**config.mk**
```make
export PLATFORM = sky130hd
export DESIGN_NAME = ship_placer
export DESIGN_NICKNAME = d
export VERILOG_FILES = /design/src/rtl/ship_placer.sv
export SDC_FILE = /design/constraint.sdc
export NUM_CORES = 1
export LEC_CHECK = 0
export ABC_AREA = 1
export CORE_AREA = 2 2 71 141
export CTS_BUF_LIST = sky130_fd_sc_hd__clkbuf_4 sky130_fd_sc_hd__clkbuf_8 sky130_fd_sc_hd__clkbuf_16
export DETAILED_ROUTE_END_ITERATION = 10
export DIE_AREA = 0 0 73 143
export GPL_TIMING_DRIVEN = 0
export PLACE_DENSITY = 0.63
export SYNTH_ARGS = -nofsm -noshare
export SYNTH_HDL_FRONTEND = slang
export SYNTH_SLANG_ARGS = --single-unit
```
**constraint.sdc**
```tcl
create_clock -name clk -period 3.55 [get_ports clk]
set_input_delay 0.5325 -clock clk [delete_from_list [all_inputs] [get_ports clk]]
set_output_delay 0.5325 -clock clk [all_outputs]
set_load 0.005 [all_outputs]
```
**src/rtl/ship_placer.sv**
```systemverilog
// Game-setup controller: clears the board RAM, steers the placement cursor and validates and writes five ships.
// Define GHOST_SHIP_EN to build the registered ghost_ship footprint compare; otherwise ghost_ship is tied low.
module ship_placer #(
  parameter int GRID = 10
) (
  input  logic       clk,
  input  logic       rst,
  input  logic       start,
  input  logic       btn_up,
  input  logic       btn_down,
  input  logic       btn_left,
  input  logic       btn_right,
  input  logic       btn_rot,
  input  logic       btn_place,
  input  logic [3:0] query_col,
  input  logic [3:0] query_row,
  input  logic [1:0] ram_rdata,
  output logic [7:0] ram_addr,
  output logic       ram_we,
  output logic [1:0] ram_wdata,
  output logic [7:0] cursor,
  output logic       ghost_ship,
  output logic [2:0] ship_idx,
  output logic       place_err,
  output logic       setup_done
);
  typedef enum logic [2:0] {S_IDLE, S_CLEAR, S_MOVE, S_CHECK, S_WRITE, S_DONE} state_t;

  localparam logic [1:0] T_EMPTY = 2'd0;
  localparam logic [1:0] T_SHIP  = 2'd3;
  localparam logic [4:0] G       = 5'(GRID);
  localparam logic [3:0] G_MAX   = 4'(GRID - 1);

  function automatic logic [2:0] ship_len(input logic [2:0] idx);
    case (idx)
      3'd0:       ship_len = 3'd5;
      3'd1:       ship_len = 3'd4;
      3'd2, 3'd3: ship_len = 3'd3;
      default:    ship_len = 3'd2;
    endcase
  endfunction

  // Largest legal origin on the long axis; zero when the ship cannot fit.
  function automatic logic [3:0] long_max(input logic [2:0] idx);
    logic [4:0] l;
    l = {2'b00, ship_len(idx)};
    long_max = (G > l) ? 4'(G - l) : 4'd0;
  endfunction

  function automatic logic [3:0] min4(input logic [3:0] a, input logic [3:0] b);
    min4 = (a < b) ? a : b;
  endfunction

  function automatic logic [7:0] tile_addr(input logic [3:0] col, input logic [3:0] row,
                                           input logic vert, input logic [2:0] k);
    logic [3:0] c;
    logic [3:0] r;
    c = vert ? col : col + {1'b0, k};
    r = vert ? row + {1'b0, k} : row;
    tile_addr = {r, c};
  endfunction

  state_t     state_q, state_d;
  logic [3:0] col_q, col_d, row_q, row_d;
  logic       orient_q, orient_d;
  logic [2:0] idx_q, idx_d;
  logic [2:0] cnt_q, cnt_d;
  logic       hit_q, hit_d;
  logic [7:0] addr_q, addr_d;
  logic       we_q, we_d;
  logic [1:0] wdata_q, wdata_d;
  logic       err_q, err_d;
  logic       ghost_q, ghost_d;
  logic [2:0] cur_len;
  logic [3:0] lmax, row_lim, col_lim;

  assign cur_len = ship_len(idx_q);
  assign lmax    = long_max(idx_q);
  assign row_lim = orient_q ? lmax : G_MAX;
  assign col_lim = orient_q ? G_MAX : lmax;

  always_comb begin
    state_d  = state_q;
    col_d    = col_q;
    row_d    = row_q;
    orient_d = orient_q;
    idx_d    = idx_q;
    cnt_d    = cnt_q;
    hit_d    = hit_q;
    addr_d   = addr_q;
    we_d     = 1'b0;
    wdata_d  = wdata_q;
    err_d    = 1'b0;
    case (state_q)
      S_IDLE, S_DONE: begin
        if (start) begin
          state_d = S_CLEAR;
          addr_d  = 8'h00;
          we_d    = 1'b1;
          wdata_d = T_EMPTY;
        end
      end
      S_CLEAR: begin
        if (addr_q[3:0] != G_MAX) begin
          addr_d = addr_q + 8'd1;
          we_d   = 1'b1;
        end else if (addr_q[7:4] != G_MAX) begin
          addr_d = {addr_q[7:4] + 4'd1, 4'd0};
          we_d   = 1'b1;
        end else begin
          state_d  = S_MOVE;
          idx_d    = 3'd0;
          col_d    = 4'd0;
          row_d    = 4'd0;
          orient_d = 1'b0;
          cnt_d    = 3'd0;
        end
      end
      S_MOVE: begin
        if (btn_place) begin
          state_d = S_CHECK;
          cnt_d   = 3'd1;
          hit_d   = 1'b0;
          addr_d  = tile_addr(col_q, row_q, orient_q, 3'd1);
        end else if (btn_rot) begin
          orient_d = ~orient_q;
          if (!orient_q) row_d = min4(row_q, lmax);
          else           col_d = min4(col_q, lmax);
        end else if (btn_up) begin
          if (row_q != 4'd0) row_d = row_q - 4'd1;
        end else if (btn_down) begin
          if (row_q < row_lim) row_d = row_q + 4'd1;
        end else if (btn_left) begin
          if (col_q != 4'd0) col_d = col_q - 4'd1;
        end else if (btn_right) begin
          if (col_q < col_lim) col_d = col_q + 4'd1;
        end
      end
      S_CHECK: begin
        // rdata now holds footprint tile cnt_q-1, addressed one cycle earlier.
        hit_d = hit_q | (ram_rdata == T_SHIP);
        if (cnt_q == cur_len) begin
          cnt_d = 3'd0;
          if (hit_d) begin
            state_d = S_MOVE;
            err_d   = 1'b1;
          end else begin
            state_d = S_WRITE;
            we_d    = 1'b1;
            wdata_d = T_SHIP;
            addr_d  = tile_addr(col_q, row_q, orient_q, 3'd0);
          end
        end else begin
          cnt_d = cnt_q + 3'd1;
          if (cnt_q + 3'd1 < cur_len) addr_d = tile_addr(col_q, row_q, orient_q, cnt_q + 3'd1);
        end
      end
      S_WRITE: begin
        if (cnt_q == 3'(cur_len - 3'd1)) begin
          cnt_d   = 3'd0;
          wdata_d = T_EMPTY;
          if (idx_q == 3'd4) begin
            state_d = S_DONE;
          end else begin
            state_d  = S_MOVE;
            idx_d    = idx_q + 3'd1;
            orient_d = 1'b0;
            col_d    = min4(col_q, long_max(idx_q + 3'd1));
          end
        end else begin
          cnt_d  = cnt_q + 3'd1;
          we_d   = 1'b1;
          addr_d = tile_addr(col_q, row_q, orient_q, cnt_q + 3'd1);
        end
      end
      default: state_d = S_IDLE;
    endcase
    // In MOVE the address tracks the origin so CHECK sees tile 0 on its first cycle.
    if (state_d == S_MOVE) addr_d = {row_d, col_d};
  end

`ifdef GHOST_SHIP_EN
  logic inside_fp;
  always_comb begin
    inside_fp = 1'b0;
    if (orient_q)
      inside_fp = (query_col == col_q) && (query_row >= row_q) &&
                  ({1'b0, query_row} < {1'b0, row_q} + {2'b00, cur_len});
    else
      inside_fp = (query_row == row_q) && (query_col >= col_q) &&
                  ({1'b0, query_col} < {1'b0, col_q} + {2'b00, cur_len});
    ghost_d = (state_q == S_MOVE) && inside_fp;
  end
`else
  wire unused_query = ^{query_col, query_row};
  assign ghost_d = 1'b0;
`endif

  always_ff @(posedge clk or negedge rst) begin
    if (!rst) begin
      state_q  <= S_IDLE;
      col_q    <= 4'd0;
      row_q    <= 4'd0;
      orient_q <= 1'b0;
      idx_q    <= 3'd0;
      cnt_q    <= 3'd0;
      hit_q    <= 1'b0;
      addr_q   <= 8'h00;
      we_q     <= 1'b0;
      wdata_q  <= 2'd0;
      err_q    <= 1'b0;
      ghost_q  <= 1'b0;
    end else begin
      state_q  <= state_d;
      col_q    <= col_d;
      row_q    <= row_d;
      orient_q <= orient_d;
      idx_q    <= idx_d;
      cnt_q    <= cnt_d;
      hit_q    <= hit_d;
      addr_q   <= addr_d;
      we_q     <= we_d;
      wdata_q  <= wdata_d;
      err_q    <= err_d;
      ghost_q  <= ghost_d;
    end
  end

  assign ram_addr   = addr_q;
  assign ram_we     = we_q;
  assign ram_wdata  = wdata_q;
  assign cursor     = {col_q, row_q};
  assign ghost_ship = ghost_q;
  assign ship_idx   = idx_q;
  assign place_err  = err_q;
  assign setup_done = (state_q == S_DONE);
endmodule
```
Yosys cells after proc, flatten, opt, wreduce, memory -nomap -nowiden:

Index checks and enable logic that the tools add are counted.

* add/sub/neg operators: 13
* multipliers: 0
* divide/modulo/power cells: 0
* $lt $le $gt $ge: 6
* eq/ne operators: 34
* shift-type cells: 0
* mux-type cells: 90
* bitwise operators: 2
* reductions and logical operators: 20

Operators by type and width (number)
* $mux 4: 31
* $mux 8: 9
* $mux 3: 18
* $pmux 8 s5: 1
* $eq 3x2->1 const B: 7
* $lt 4x4->1: 5
* $ne 2x2->1 const B: 10
* $ne 4x4->1 const B: 5
* $pmux 3 s3: 2
* $mux 1: 16
* $pmux 3 s5: 1
* $reduce_and 7->1: 2
* $add 4x1->4 const B: 3
* $pmux 3 s4: 1
* $pmux 4 s3: 1
* $reduce_bool 4->1: 3
* $reduce_and 5->1: 2
* $eq 3x1->1 const B: 3
* $eq 3x3->1 const B: 3
* $logic_not 3->1: 3
* $ne 3x3->1 const B: 3
* $add 4x3->4: 2
* $add 8x1->8 const B: 1
* $mux 2: 4
* 21 further kinds: 29

* register bits: 31
* bits in latches: 0
* RAM bits: 0
* ROM bits: 0
* input bits: 19
* output and inout bits: 25
* logic and storage cells: 176
* memories kept: 0

Logic depth before layout (Yosys ltp):

* depth after elaboration: 15
* mapped depth: 25
* depth with buffers taken out: 25

Worst setup path after synthesis:

OpenSTA, ideal clock, no wires.

* path type: flip-flop to flip-flop
* from: reg idx_q[0] (netlist: ship_idx[0])
* to: reg addr_q[4] (netlist: ram_addr[4])
* setup time: 0.116 ns
* arrival: 2.571 ns
* setup slack: 0.862 ns
* cell stages (with the launch flop): 25
* clock period less this slack: 2.688 ns
* cells stage by stage: dfrtp_1 > inv_1 > ha_1 > inv_1 > nand2_2 > nand2_4 > inv_2 > ha_1 > nand2_1 > ha_1 > inv_1 > nor2_1 > nand2_1 > nand2_1 > nand2_1 > nand2_1 > nand2_1 > nand2_1 > nand2_1 > nand3_1 > nand3_1 > nand2_1 > nand2_1 > nand2_1 > nand2_1

* cells in the longest elaborated chain, start to end: 13
* elaborated cells on any way between the ends: 39

RTL lines
* start, declared: line 66 `logic [2:0] idx_q, idx_d;`
* start signal, assigned: line 218 `idx_q <= idx_d;`
* $eq 3x2->1: line 35 `case (idx)`
* $reduce_or 2->1: line 35
* $pmux 3 s3 *: line 35
* $sub 4x3->4 *: line 47 `long_max = (G > l) ? 4'(G - l) : 4'd0;`
* $mux 4: line 79 `assign row_lim = orient_q ? lmax : G_MAX;`
* $lt 4x4->1: line 132 `if (row_q < row_lim) row_d = row_q + 4'd1;`
* $mux 4: line 132
* $mux 4: line 131 `end else if (btn_down) begin`
* $mux 4: line 129 `end else if (btn_up) begin`
* $mux 4 *: line 125 `end else if (btn_rot) begin`
* $mux 4 *: line 120 `if (btn_place) begin`
* $pmux 4 s2 *: line 94 `case (state_q)`
* named net row_d[0]: line 64 `logic [3:0] col_q, col_d, row_q, row_d;`
* $mux 8 *: line 179 `if (state_d == S_MOVE) addr_d = {row_d, col_d};`
* end signal, assigned: line 221 `addr_q <= addr_d;`
* end, declared: line 69 `logic [7:0] addr_q, addr_d;`

Mark *: on every way through the listed nets, which the timed path passes. The rest lies on a longest branch.
A chain may end at the register's enable or synchronous reset.

Worst setup path after layout:

* from: reg idx_q[0] (netlist: ship_idx[0])
* to: reg addr_q[0] (netlist: ram_addr[0])

* cells in the longest elaborated chain, start to end: 15
* elaborated cells on any way between the ends: 56

RTL lines (line)
* parallel branches: the longest is 13 deep, another holds $sub 4x3->4
* $pmux 4 s3 *: 94
* named net col_d[0]: 64
* $mux 8 *: 179

Mark *: on every way through the listed nets, which the timed path passes. The select of a mux whose other input is x is not followed.

==> metrics.md <==
| Metric | Value |
|---|---|
| Post-route insts no fill | between 700 and 800 |
| Worst r2r src | ship_idx[0]$_DFFE_PN0P_ |
| Post-DR wirelength/cell | approximately 16 um |
| Vias in the first global route | ~3,700 |
| RePlAce Congestion | about 0.89 |
| Synthesized Nets | approximately 630 |
| Avg Inst Size Synth | 6.33 um2 |
| IO Pins | 44 |
| Beginning of the critical path | ship_idx[0]$_DFFE_PN0P_ |
| Critical path class | reg -> reg |
| N_diodes | 0 |
| Largest net degree at the start of global routing | 31 |
| ANT nets after route | 0 |
| Sw frac | 0.393 |
| DP HPWL | between 9000 and 10,000 um |
| CORE AREA | roughly 0.0093 mm2 |
| Initial antenna violation count | 0 |
| Combinational share of power | 0.400 |
| Final Skew | 0.00546 ns |
| Req. time, crit path | between 3 and 4 ns |
| Final Power | 1.51 mW |
| Register area share after synthesis | 0.208 |
| Critical Path Most Common Cell | nand2_1 |
| Post-CTS setup buffers | 0 |
| Min cycle time layout | between 3 and 4 ns |
| Root Driver | clkbuf_16 |
| Crit. End Element | register |
| Static Leak | 2.19 nW |
| Layout net count | around 670 |
| Overall global routing resource usage | 0.228 |
| Slew Limit Fails | 0 |
| #FFs+latches synth | 30 |
| Vert. Die Dim | between 100 and 150 um |
| Worst-path clk slew | roughly 0.060 ns |
| Max incr delay on CP | around 0.46 ns |
| Sequential power share | 0.309 |
| First-pass GRT wire length | between 15,000 and 20,000 um |
| Clk pwr share | 0.291 |
| Syn Inst Count | between 500 and 600 |
| Clock latency on the worst-skew pair | roughly 0.29 ns |
| Share of cells above drive strength 1 | 0.0754 |
| Peak supply drop | ~0.34 mV |
| P&R area growth vs syn | 16.9% |
| Yosys cell types | 40 |
| Crit start category | register |
| MaxCap Viol Count | 0 |
| Synthesis Warnings | 0 |
| Post-Place Cells | slightly above 700 |
| Die width | around 73 um |
| Critical path peak fanout | 7 |
| Total number of vias | 3,766 |
| Power Dens Cells | around 360 mW/mm2 |
| Slew margin rel. | 0.525 |
| Via density | between 5 and 6 |
| Worst Reg-to-Reg Cells | 21 |
| Internal power | just over 0.9 mW |
| DRT Pass-1 Iters | 5 |
| RSZ-0062 raised after global routing | no |
| Outcome | complete, no violations |
| Clk sinks | 30 |
| Crit path DAT | roughly 3.5 ns |
| Place WS | around 0.24 ns |
| Drc violations | 0 |
| Max frequency | 303 MHz |
| Fin crit share | 0.931 |
| Hold slack | just under 0.3 ns |
| Row count | 50 |
| Hold/Removal Path Class | in -> async |
| DRT iter0 DRCs | about 300 |
| Port Buffers | 33 |
| CTS H-Tree Depth | 2 |
| Num CTS Buffers | 5 |
| Final Worst Setup Slack | around 0.25 ns |
| Setup TNS | 0 ns |
| Starting Density | 0.387 |
| Final Hold Fails | 0 |
| Critical Path, Cell by Cell | inv_1 -> ha_1 -> inv_1 -> nand2_2 -> nand2_4 -> inv_2 -> ha_2 -> inv_1 -> ha_1 -> nand2_1 -> inv_1 -> o21ai_0 -> nand2_1 -> nand2_1 -> nand3_1 -> nand2_1 -> inv_1 -> nand2_1 -> nand3_1 -> nand2_1 -> nand2_1 |
| WL final | between 10,000 and 15,000 um |
| # fillers | roughly 980 |
| Maximum clock path buffer count | 2 |
| Switching power | roughly 0.59 mW |
| Slowest CP cell | dfrtp_1 |
| GR Overflow Total | 0 |
| Slew @ Worst Pin | slightly above 0.7 ns |
| TritonCTS clock tree | done |
| Post-synthesis cell area | between 0.003 and 0.004 mm2 |
| Die ar. | between 0.01 and 0.015 mm2 |
| Final Setup Violations | 0 |
## Yosys cell counts (all sizes together)
cell type | number | share of area
a21boi | 2 | 0.0042
a31oi | 1 | 0.0017
nand4 | 2 | 0.0035
a311oi | 1 | 0.0024
dfrtp | 30 | 0.21
a21oi | 46 | 0.066
o21bai | 1 | 0.0021
xor2 | 7 | 0.017
nor2 | 49 | 0.058
buf | 3 | 0.0052
o2111ai | 2 | 0.0049
xnor2 | 6 | 0.015
clkinv | 2 | 0.0021
nand2 | 162 | 0.18
conb | 1 | 0.0010
nand3 | 61 | 0.089
nor3 | 4 | 0.0056
o22ai | 4 | 0.0069
o211a | 1 | 0.0028
ha | 39 | 0.14
inv | 91 | 0.095
fa | 2 | 0.011
clkbuf | 5 | 0.0052
o31ai | 2 | 0.0042
nand3b | 2 | 0.0076
o211ai | 5 | 0.010
or2 | 2 | 0.0035
o21ai | 35 | 0.049
o311ai | 1 | 0.0024
## placed cells by master (no fill, tap or decap), types with 7 or more instances in the layout
cell | Yosys | routed
a21oi_1 | 44 | 44
clkdlybuf4s50_1 | 0 | 32
dfrtp_1 | 30 | 30
ha_1 | 39 | 38
inv_1 | 83 | 83
inv_2 | 7 | 7
nand2_1 | 149 | 149
nand2_2 | 11 | 11
nand3_1 | 58 | 58
nor2_1 | 44 | 44
o21ai_0 | 29 | 29
xor2_1 | 7 | 7
## what timing repair did
item	CTS	global route
hold buffers	0	0
resized for setup	0	1
endpoints found under the setup margin	0	2
## logic make-up after synthesis
group                    share of synthesized area
adder cells (fa/ha/maj)                      0.147
XOR/XNOR                                    0.0316
other                                      0.00104
flip-flops                                   0.208
AO/OA/AOI/OAI                                0.157
buffers and inverters                        0.108
AND/OR/NAND/NOR                              0.348
## power groups by stage
stage                     logic (mW)  clock network [mW]  registers (mW)
after global routing           0.689               0.467           0.475
after CTS                      0.602               0.452           0.466
final                          0.603               0.439           0.466
after floorplan                0.387                   0           0.455
after detailed placement       0.593                   0           0.472
after global placement         0.590                   0           0.470
## area by class of cell
type / instances / area (um2) / area share
tap: 104 / 130 / 0.0309
multi-input combinational: 438 / 2470 / 0.585
timing repair buffer: 33 / 325 / 0.0772
clock buffer: 6 / 139 / 0.0330
clock inverter: 2 / 12.5 / 0.00297
sequential: 30 / 751 / 0.178
buffer: 8 / 37.5 / 0.00891
inverter: 93 / 352 / 0.0835
## stage by stage
step / instance area [um2] / utilization
floorplan: 3600 / -
global placement: 4060 / 0.436
detailed placement: 4060 / 0.436
CTS: 4220 / 0.452
global route: 4210 / 0.452
finish: 4210 / 0.452
## sequential cells by signal, indices dropped and copies added (netlist names)
register and count:
row_q 4, state_q 3, cnt_q 3, place_err 1, orient_q 1, ram_wdata 1
ram_we 1, ram_addr 8, hit_q 1, col_q 4, ship_idx 3
## per-layer routing
| layer | share of wire | global-route usage |
|---|---|---|
| met1 | 0.39 | 0.239 |
| met3 | 0.027 | 0.0205 |
| met2 | 0.54 | 0.412 |
| met5 | 0 | 0 |
| met4 | 0.051 | 0.152 |
## critical path: cells and delay by family, from the launching register on
| kind | cells | cell delay, ns |
|---|---|---|
| AO/OA/AOI/OAI | 1 | 0.28 |
| adder cells (fa/ha/maj) | 3 | 0.92 |
| buffers and inverters | 6 | 0.44 |
| flip-flops | 1 | 0.46 |
| AND/OR/NAND/NOR | 11 | 1.08 |
## worst paths after layout
check | endpoint | slack (ns)
min in group clk | hit_q$_DFFE_PN0P_ | 0.48
max in group asynchronous | row_q[0]$_DFF_PN0_ | 2.79
worst max register to register | ram_addr[0]$_DFFE_PN0P_ | 0.25
worst min register to register | hit_q$_DFFE_PN0P_ | 0.48
worst max-delay path | ram_addr[0]$_DFFE_PN0P_ | 0.25
worst min-delay path | place_err$_DFF_PN0_ | 0.29
Note: power is estimated with default switching activity, not from simulation.
